[config.mk]
export PLATFORM = sky130hd
export DESIGN_NAME = serial_addsub
export DESIGN_NICKNAME = d
export VERILOG_FILES = /design/src/rtl/serial_addsub.sv
export SDC_FILE = /design/constraint.sdc
export NUM_CORES = 1
export LEC_CHECK = 0
export BUFFER_PORTS_ARGS = -buffer_cell sky130_fd_sc_hd__buf_4
export CELL_PAD_IN_SITES_DETAIL_PLACEMENT = 1
export CELL_PAD_IN_SITES_GLOBAL_PLACEMENT = 2
export CORE_ASPECT_RATIO = 1.25
export CORE_MARGIN = 8
export CORE_UTILIZATION = 34
export CTS_CLUSTER_DIAMETER = 120
export CTS_CLUSTER_SIZE = 30
export DETAILED_ROUTE_END_ITERATION = 7
export PLACE_DENSITY = 0.77
export SKIP_CTS_REPAIR_TIMING = 1
export SLEW_MARGIN = 0
export SYNTH_ARGS = -nofsm -noshare
export SYNTH_HDL_FRONTEND = slang
export SYNTH_SLANG_ARGS = --single-unit
[constraint.sdc]
create_clock -name clk -period 1.7 [get_ports clk]
set_input_delay 0.085 -clock clk [delete_from_list [all_inputs] [get_ports clk]]
set_output_delay 0.085 -clock clk [all_outputs]
set_load 0.005 [all_outputs]
[src/rtl/serial_addsub.sv]
`default_nettype none
// ============================================================================
// Module      : serial_addsub
// Description : Bit-serial adder/subtractor. A single full-add/full-subtract
//               cell is time-shared over WIDTH clock cycles, LSB first.
//               A start/done handshake captures the operands and reports the
//               result. The result, cout and optional ovf outputs change only
//               when a new result is published.
// Revision    : 1.0 - initial release
// ----------------------------------------------------------------------------
// Parameters
//   WIDTH   : operand/result width in bits (legal range 2..64)
// Ports
//   clk     : in  1      rising-edge clock
//   rst_n   : in  1      asynchronous active-low reset
//   start   : in  1      request; sampled only in IDLE or DONE
//   mode    : in  1      0 = add (a+b), 1 = subtract (a-b); captured with start
//   a       : in  WIDTH  operand A; captured with start
//   b       : in  WIDTH  operand B; captured with start
//   busy    : out 1      high while the serial operation is running
//   done    : out 1      one-cycle pulse; result/cout valid
//   result  : out WIDTH  sum or difference; held until the next done
//   cout    : out 1      add: carry out; sub: borrow out (1 when a<b unsigned)
//   ovf     : out 1      two's-complement overflow (SERIAL_ADDSUB_OVF_EN only)
// Build option
//   SERIAL_ADDSUB_OVF_EN : when defined, adds the ovf output and its logic.
// ============================================================================
module serial_addsub #(
  parameter int WIDTH = 8
) (
  input  logic             clk,
  input  logic             rst_n,
  input  logic             start,
  input  logic             mode,
  input  logic [WIDTH-1:0] a,
  input  logic [WIDTH-1:0] b,
  output logic             busy,
  output logic             done,
  output logic [WIDTH-1:0] result,
  output logic             cout
`ifdef SERIAL_ADDSUB_OVF_EN
  ,
  output logic             ovf
`endif
);

  // Bit counter is just wide enough to index WIDTH-1.
  localparam int CNT_W = (WIDTH > 1) ? $clog2(WIDTH) : 1;
  localparam logic [CNT_W-1:0] C_LAST_BIT = CNT_W'(WIDTH - 1);

  typedef enum logic [1:0] {
    S_IDLE = 2'd0,
    S_RUN  = 2'd1,
    S_DONE = 2'd2
  } state_t;

  state_t r_state;
  state_t w_state_next;

  // Operand shift registers: bit 0 always presents the bit being processed.
  logic [WIDTH-1:0] r_a;
  logic [WIDTH-1:0] r_b;
  logic             r_mode;
  logic             r_carry;      // carry (add) or borrow (sub) into current bit
  logic [CNT_W-1:0] r_cnt;
  // Holds the WIDTH-1 result bits already produced; the final bit is merged in
  // combinationally on the last RUN edge so the full word loads in one step.
  logic [WIDTH-2:0] r_acc;

  logic             w_ai;
  logic             w_bi;
  logic             w_bit;
  logic             w_carry_next;
  logic             w_last;
  logic             w_capture;
  logic [WIDTH-1:0] w_word;

  // --------------------------------------------------------------------------
  // Arithmetic cell
  // --------------------------------------------------------------------------
  assign w_ai  = r_a[0];
  assign w_bi  = r_b[0];
  // Sum and difference bits share the same XOR form.
  assign w_bit = w_ai ^ w_bi ^ r_carry;

  always_comb begin
    w_carry_next = 1'b0;
    if (r_mode) begin
      w_carry_next = (~w_ai & w_bi) | (~(w_ai ^ w_bi) & r_carry);
    end else begin
      w_carry_next = (w_ai & w_bi) | ((w_ai ^ w_bi) & r_carry);
    end
  end

  // New bit enters at the MSB end; after WIDTH shifts bit 0 is the LSB result.
  assign w_word    = {w_bit, r_acc};
  assign w_last    = (r_cnt == C_LAST_BIT);
  assign w_capture = start && ((r_state == S_IDLE) || (r_state == S_DONE));

  // --------------------------------------------------------------------------
  // Control FSM
  // --------------------------------------------------------------------------
  always_ff @(posedge clk or negedge rst_n) begin
    if (!rst_n) begin
      r_state <= S_IDLE;
    end else begin
      r_state <= w_state_next;
    end
  end

  always_comb begin
    w_state_next = r_state;
    busy         = 1'b0;
    done         = 1'b0;
    case (r_state)
      S_IDLE: begin
        if (start) begin
          w_state_next = S_RUN;
        end
      end
      S_RUN: begin
        busy = 1'b1;
        // start is deliberately ignored here: operands are already committed.
        if (w_last) begin
          w_state_next = S_DONE;
        end
      end
      S_DONE: begin
        done = 1'b1;
        // Back-to-back requests skip IDLE entirely.
        w_state_next = start ? S_RUN : S_IDLE;
      end
      default: begin
        w_state_next = S_IDLE;
      end
    endcase
  end

  // --------------------------------------------------------------------------
  // Datapath
  // --------------------------------------------------------------------------
  always_ff @(posedge clk or negedge rst_n) begin
    if (!rst_n) begin
      r_a     <= '0;
      r_b     <= '0;
      r_mode  <= 1'b0;
      r_carry <= 1'b0;
      r_cnt   <= '0;
      r_acc   <= '0;
    end else if (w_capture) begin
      r_a     <= a;
      r_b     <= b;
      r_mode  <= mode;
      r_carry <= 1'b0;
      r_cnt   <= '0;
    end else if (r_state == S_RUN) begin
      r_a     <= r_a >> 1;
      r_b     <= r_b >> 1;
      r_carry <= w_carry_next;
      r_cnt   <= r_cnt + CNT_W'(1);
      r_acc   <= w_word[WIDTH-1:1];
    end
  end

  // Published outputs only move on the final RUN edge (entry to DONE), so no
  // partially computed value is ever visible.
  always_ff @(posedge clk or negedge rst_n) begin
    if (!rst_n) begin
      result <= '0;
      cout   <= 1'b0;
    end else if ((r_state == S_RUN) && w_last) begin
      result <= w_word;
      cout   <= w_carry_next;
    end
  end

`ifdef SERIAL_ADDSUB_OVF_EN
  // On the last bit r_carry is the carry/borrow into the MSB and w_carry_next
  // the carry/borrow out of it; their XOR is the signed overflow.
  always_ff @(posedge clk or negedge rst_n) begin
    if (!rst_n) begin
      ovf <= 1'b0;
    end else if ((r_state == S_RUN) && w_last) begin
      ovf <= r_carry ^ w_carry_next;
    end
  end
`endif

endmodule
`default_nettype wire

==> metrics <==
I/O pins=31; Yosys top cell area share=0.586; clock power share=0.155; DR WL/cell=15.0 um; yosys warns=0; critical path class=reg -> reg; outcome=completed; die area=0.00741 mm2; Worst Path Max Fanout=12; Slew Viols, Final=0; pwr dens=1800 mW/mm2; Area contributors post-synth=dfrtp_1, nand2_1, mux2_2; cells after synthesis=156; fin nets=214; Seq cells post-synth=39; remaining antenna violation count=0; crit share post-route=0.908; share of cells above drive strength 1=0.254; fmax=648 MHz; HPWL after detailed placement=2650 um; vias in the first global route=1427; Critical Path Start Type=flip-flop; Slew headroom=0.671; Hold Path Class=in -> reg; Die Ht=94.3 um; most frequent cell after synthesis=nand2_1; gpl congestion=0.671; Post-Syn Area per Cell=10.7 um2; Synth Flop Type=dfrtp_1; Row Count=28; Tightest Pin Transition=0.493 ns; drt first pass iters=4; initial core utilization=0.352; crit path capture type=flip-flop; clk slew on worst S/H paths=0.07 ns; Comb power frac=0.390; largest net degree at the start of global routing=40; synthesis-to-layout area growth=21.0%; final setup vio count=0; Lkg Pwr=0.984 nW; CTS tree=done; antenna violations before repair=0; maximum VDD drop=0.656 mV; synthesized area=0.00167 mm2; Switch Pwr=1.31 mW; port bufs=30; DRC errors left=0; clock skew=0.00140 ns; Num CTS Buffers=5; maximum level of the CTS H-tree=2; largest area contributor in the netlist=dfrtp_1; sw frac=0.361; CTS root buf=clkbuf_8; Post-synth EDFFs=0; Worst EP required=1.87 ns; synth unique cells=25; global-route wire length before repair=6640 um; Max-Cap Viols=0; ant diodes=0; Seq/Total Area, Yosys=0.586; core area=0.00473 mm2; ys async rst share=1.00; internal power=2.32 mW; CTS Buffer Depth=2; sequential fraction of design power=0.455; detailed-route via count=1219; clk_lat worst skew=0.28 ns; final wirelength=3730 um; syn nets=180; DR iter-0 viols=42; clk sink count=39; vias per cell=4.90; crit path time final=1.54 ns; Setup Total Neg Slack=0 ns; gr usage total=0.113; Synth top cells by count=nand2_1, dfrtp_1, nor2_1; GRT overflow=0; RSZ-0062 raised after global routing=no; arrival time worst endpoint=1.71 ns; final hold vios=0; Post-Route Utilization=0.426; Die W=78.6 um
==> layout make-up <==
cell class / instances / area [um2]
Timing Repair Buffer: 37 / 283
Inverter: 3 / 16.3
Tap cell: 60 / 75.1
Sequential cell: 39 / 976
Clock buffer: 6 / 72.6
Fill cell: 532 / 2710
Multi-Input combinational cell: 104 / 594
==> critical path: stages, from the launching register on <==
cell,delay [ns]
dfrtp_1,0.40
ha_1,0.21
ha_1,0.19
nand3b_1,0.08
buf_4,0.19
mux2_2,0.35
==> per-layer routing <==
metal	track usage	vias up	routed length, um
met5	0	-	0
met4	0.0372	0	36
met3	0.0431	4	204
met2	0.202	26	1990
met1	0.119	603	1490
li1	-	586	-
==> worst paths after layout <==
check	from	to	slack (ns)	cells after the start
max	r_cnt[0]$_DFFE_PN0P_	result[1]$_DFFE_PN0P_	0.16	5
min	a[2]	r_a[2]$_DFFE_PN0P_	0.02	3
max reg2reg	r_cnt[0]$_DFFE_PN0P_	result[1]$_DFFE_PN0P_	0.16	5
min reg2reg	r_acc[0]$_DFFE_PN0P_	r_acc[0]$_DFFE_PN0P_	0.48	2
max in group asynchronous	rst_n	r_b[2]$_DFFE_PN0P_	1.05	2
min in group asynchronous	rst_n	r_acc[2]$_DFFE_PN0P_	0.31	2
==> power groups by stage <==
stage	logic (mW)	clock network, mW	registers, mW
2_1_floorplan	1.04	0	1.60
3_3_place_gp	1.39	0	1.65
3_5_place_dp	1.45	0	1.67
4_1_cts	1.46	0.593	1.66
5_1_grt	1.64	0.629	1.71
6_report	1.41	0.562	1.65
==> through the flow <==
stage | setup slack [ns] | hold WS [ns] | area, um2 | power, mW | std cells
after global routing | 0.0689 | 0.0156 | 2020 | 3.98 | 249
after global placement | 0.222 | 0.0790 | 1920 | 3.04 | 241
after CTS | 0.152 | -0.227 | 2000 | 3.71 | 247
final | 0.157 | 0.0190 | 2020 | 3.62 | 249
after detailed placement | 0.164 | 0.0859 | 1920 | 3.12 | 241
after floorplan | 0.221 | -0.211 | 1670 | 2.64 | 156
==> registers in the layout, indices dropped and copies added, names as in the netlist, 2 cells and up <==
register and cells:
r_b 8, r_cnt 3, r_acc 7, r_a 8
result 8, r_state 2
==> logic make-up (layout without fill, tap and decap cells) <==
| kind of cell | after synthesis | in the layout | synth area share |
|---|---|---|---|
| fa+ha+maj | 4 | 4 | 0.0390 |
| buf+inv | 13 | 46 | 0.0578 |
| compound gates | 24 | 24 | 0.0961 |
| flops | 39 | 39 | 0.586 |
| mux | 8 | 8 | 0.0533 |
| simple gates | 68 | 68 | 0.168 |
==> cells in the final DEF, fill, tap and decap left out, types with 3 or more instances in the layout <==
master / Yosys / final
o21ai_0: 5 / 5
nor2_1: 11 / 11
buf_4: 2 / 35
nor3_1: 3 / 3
nand3_1: 4 / 4
a22o_1: 3 / 3
clkbuf_8: 0 / 5
a22oi_1: 3 / 3
dfrtp_1: 39 / 39
mux2_2: 7 / 7
nand2_1: 45 / 45
a31oi_1: 8 / 8
(Power assumes the default switching activity.)
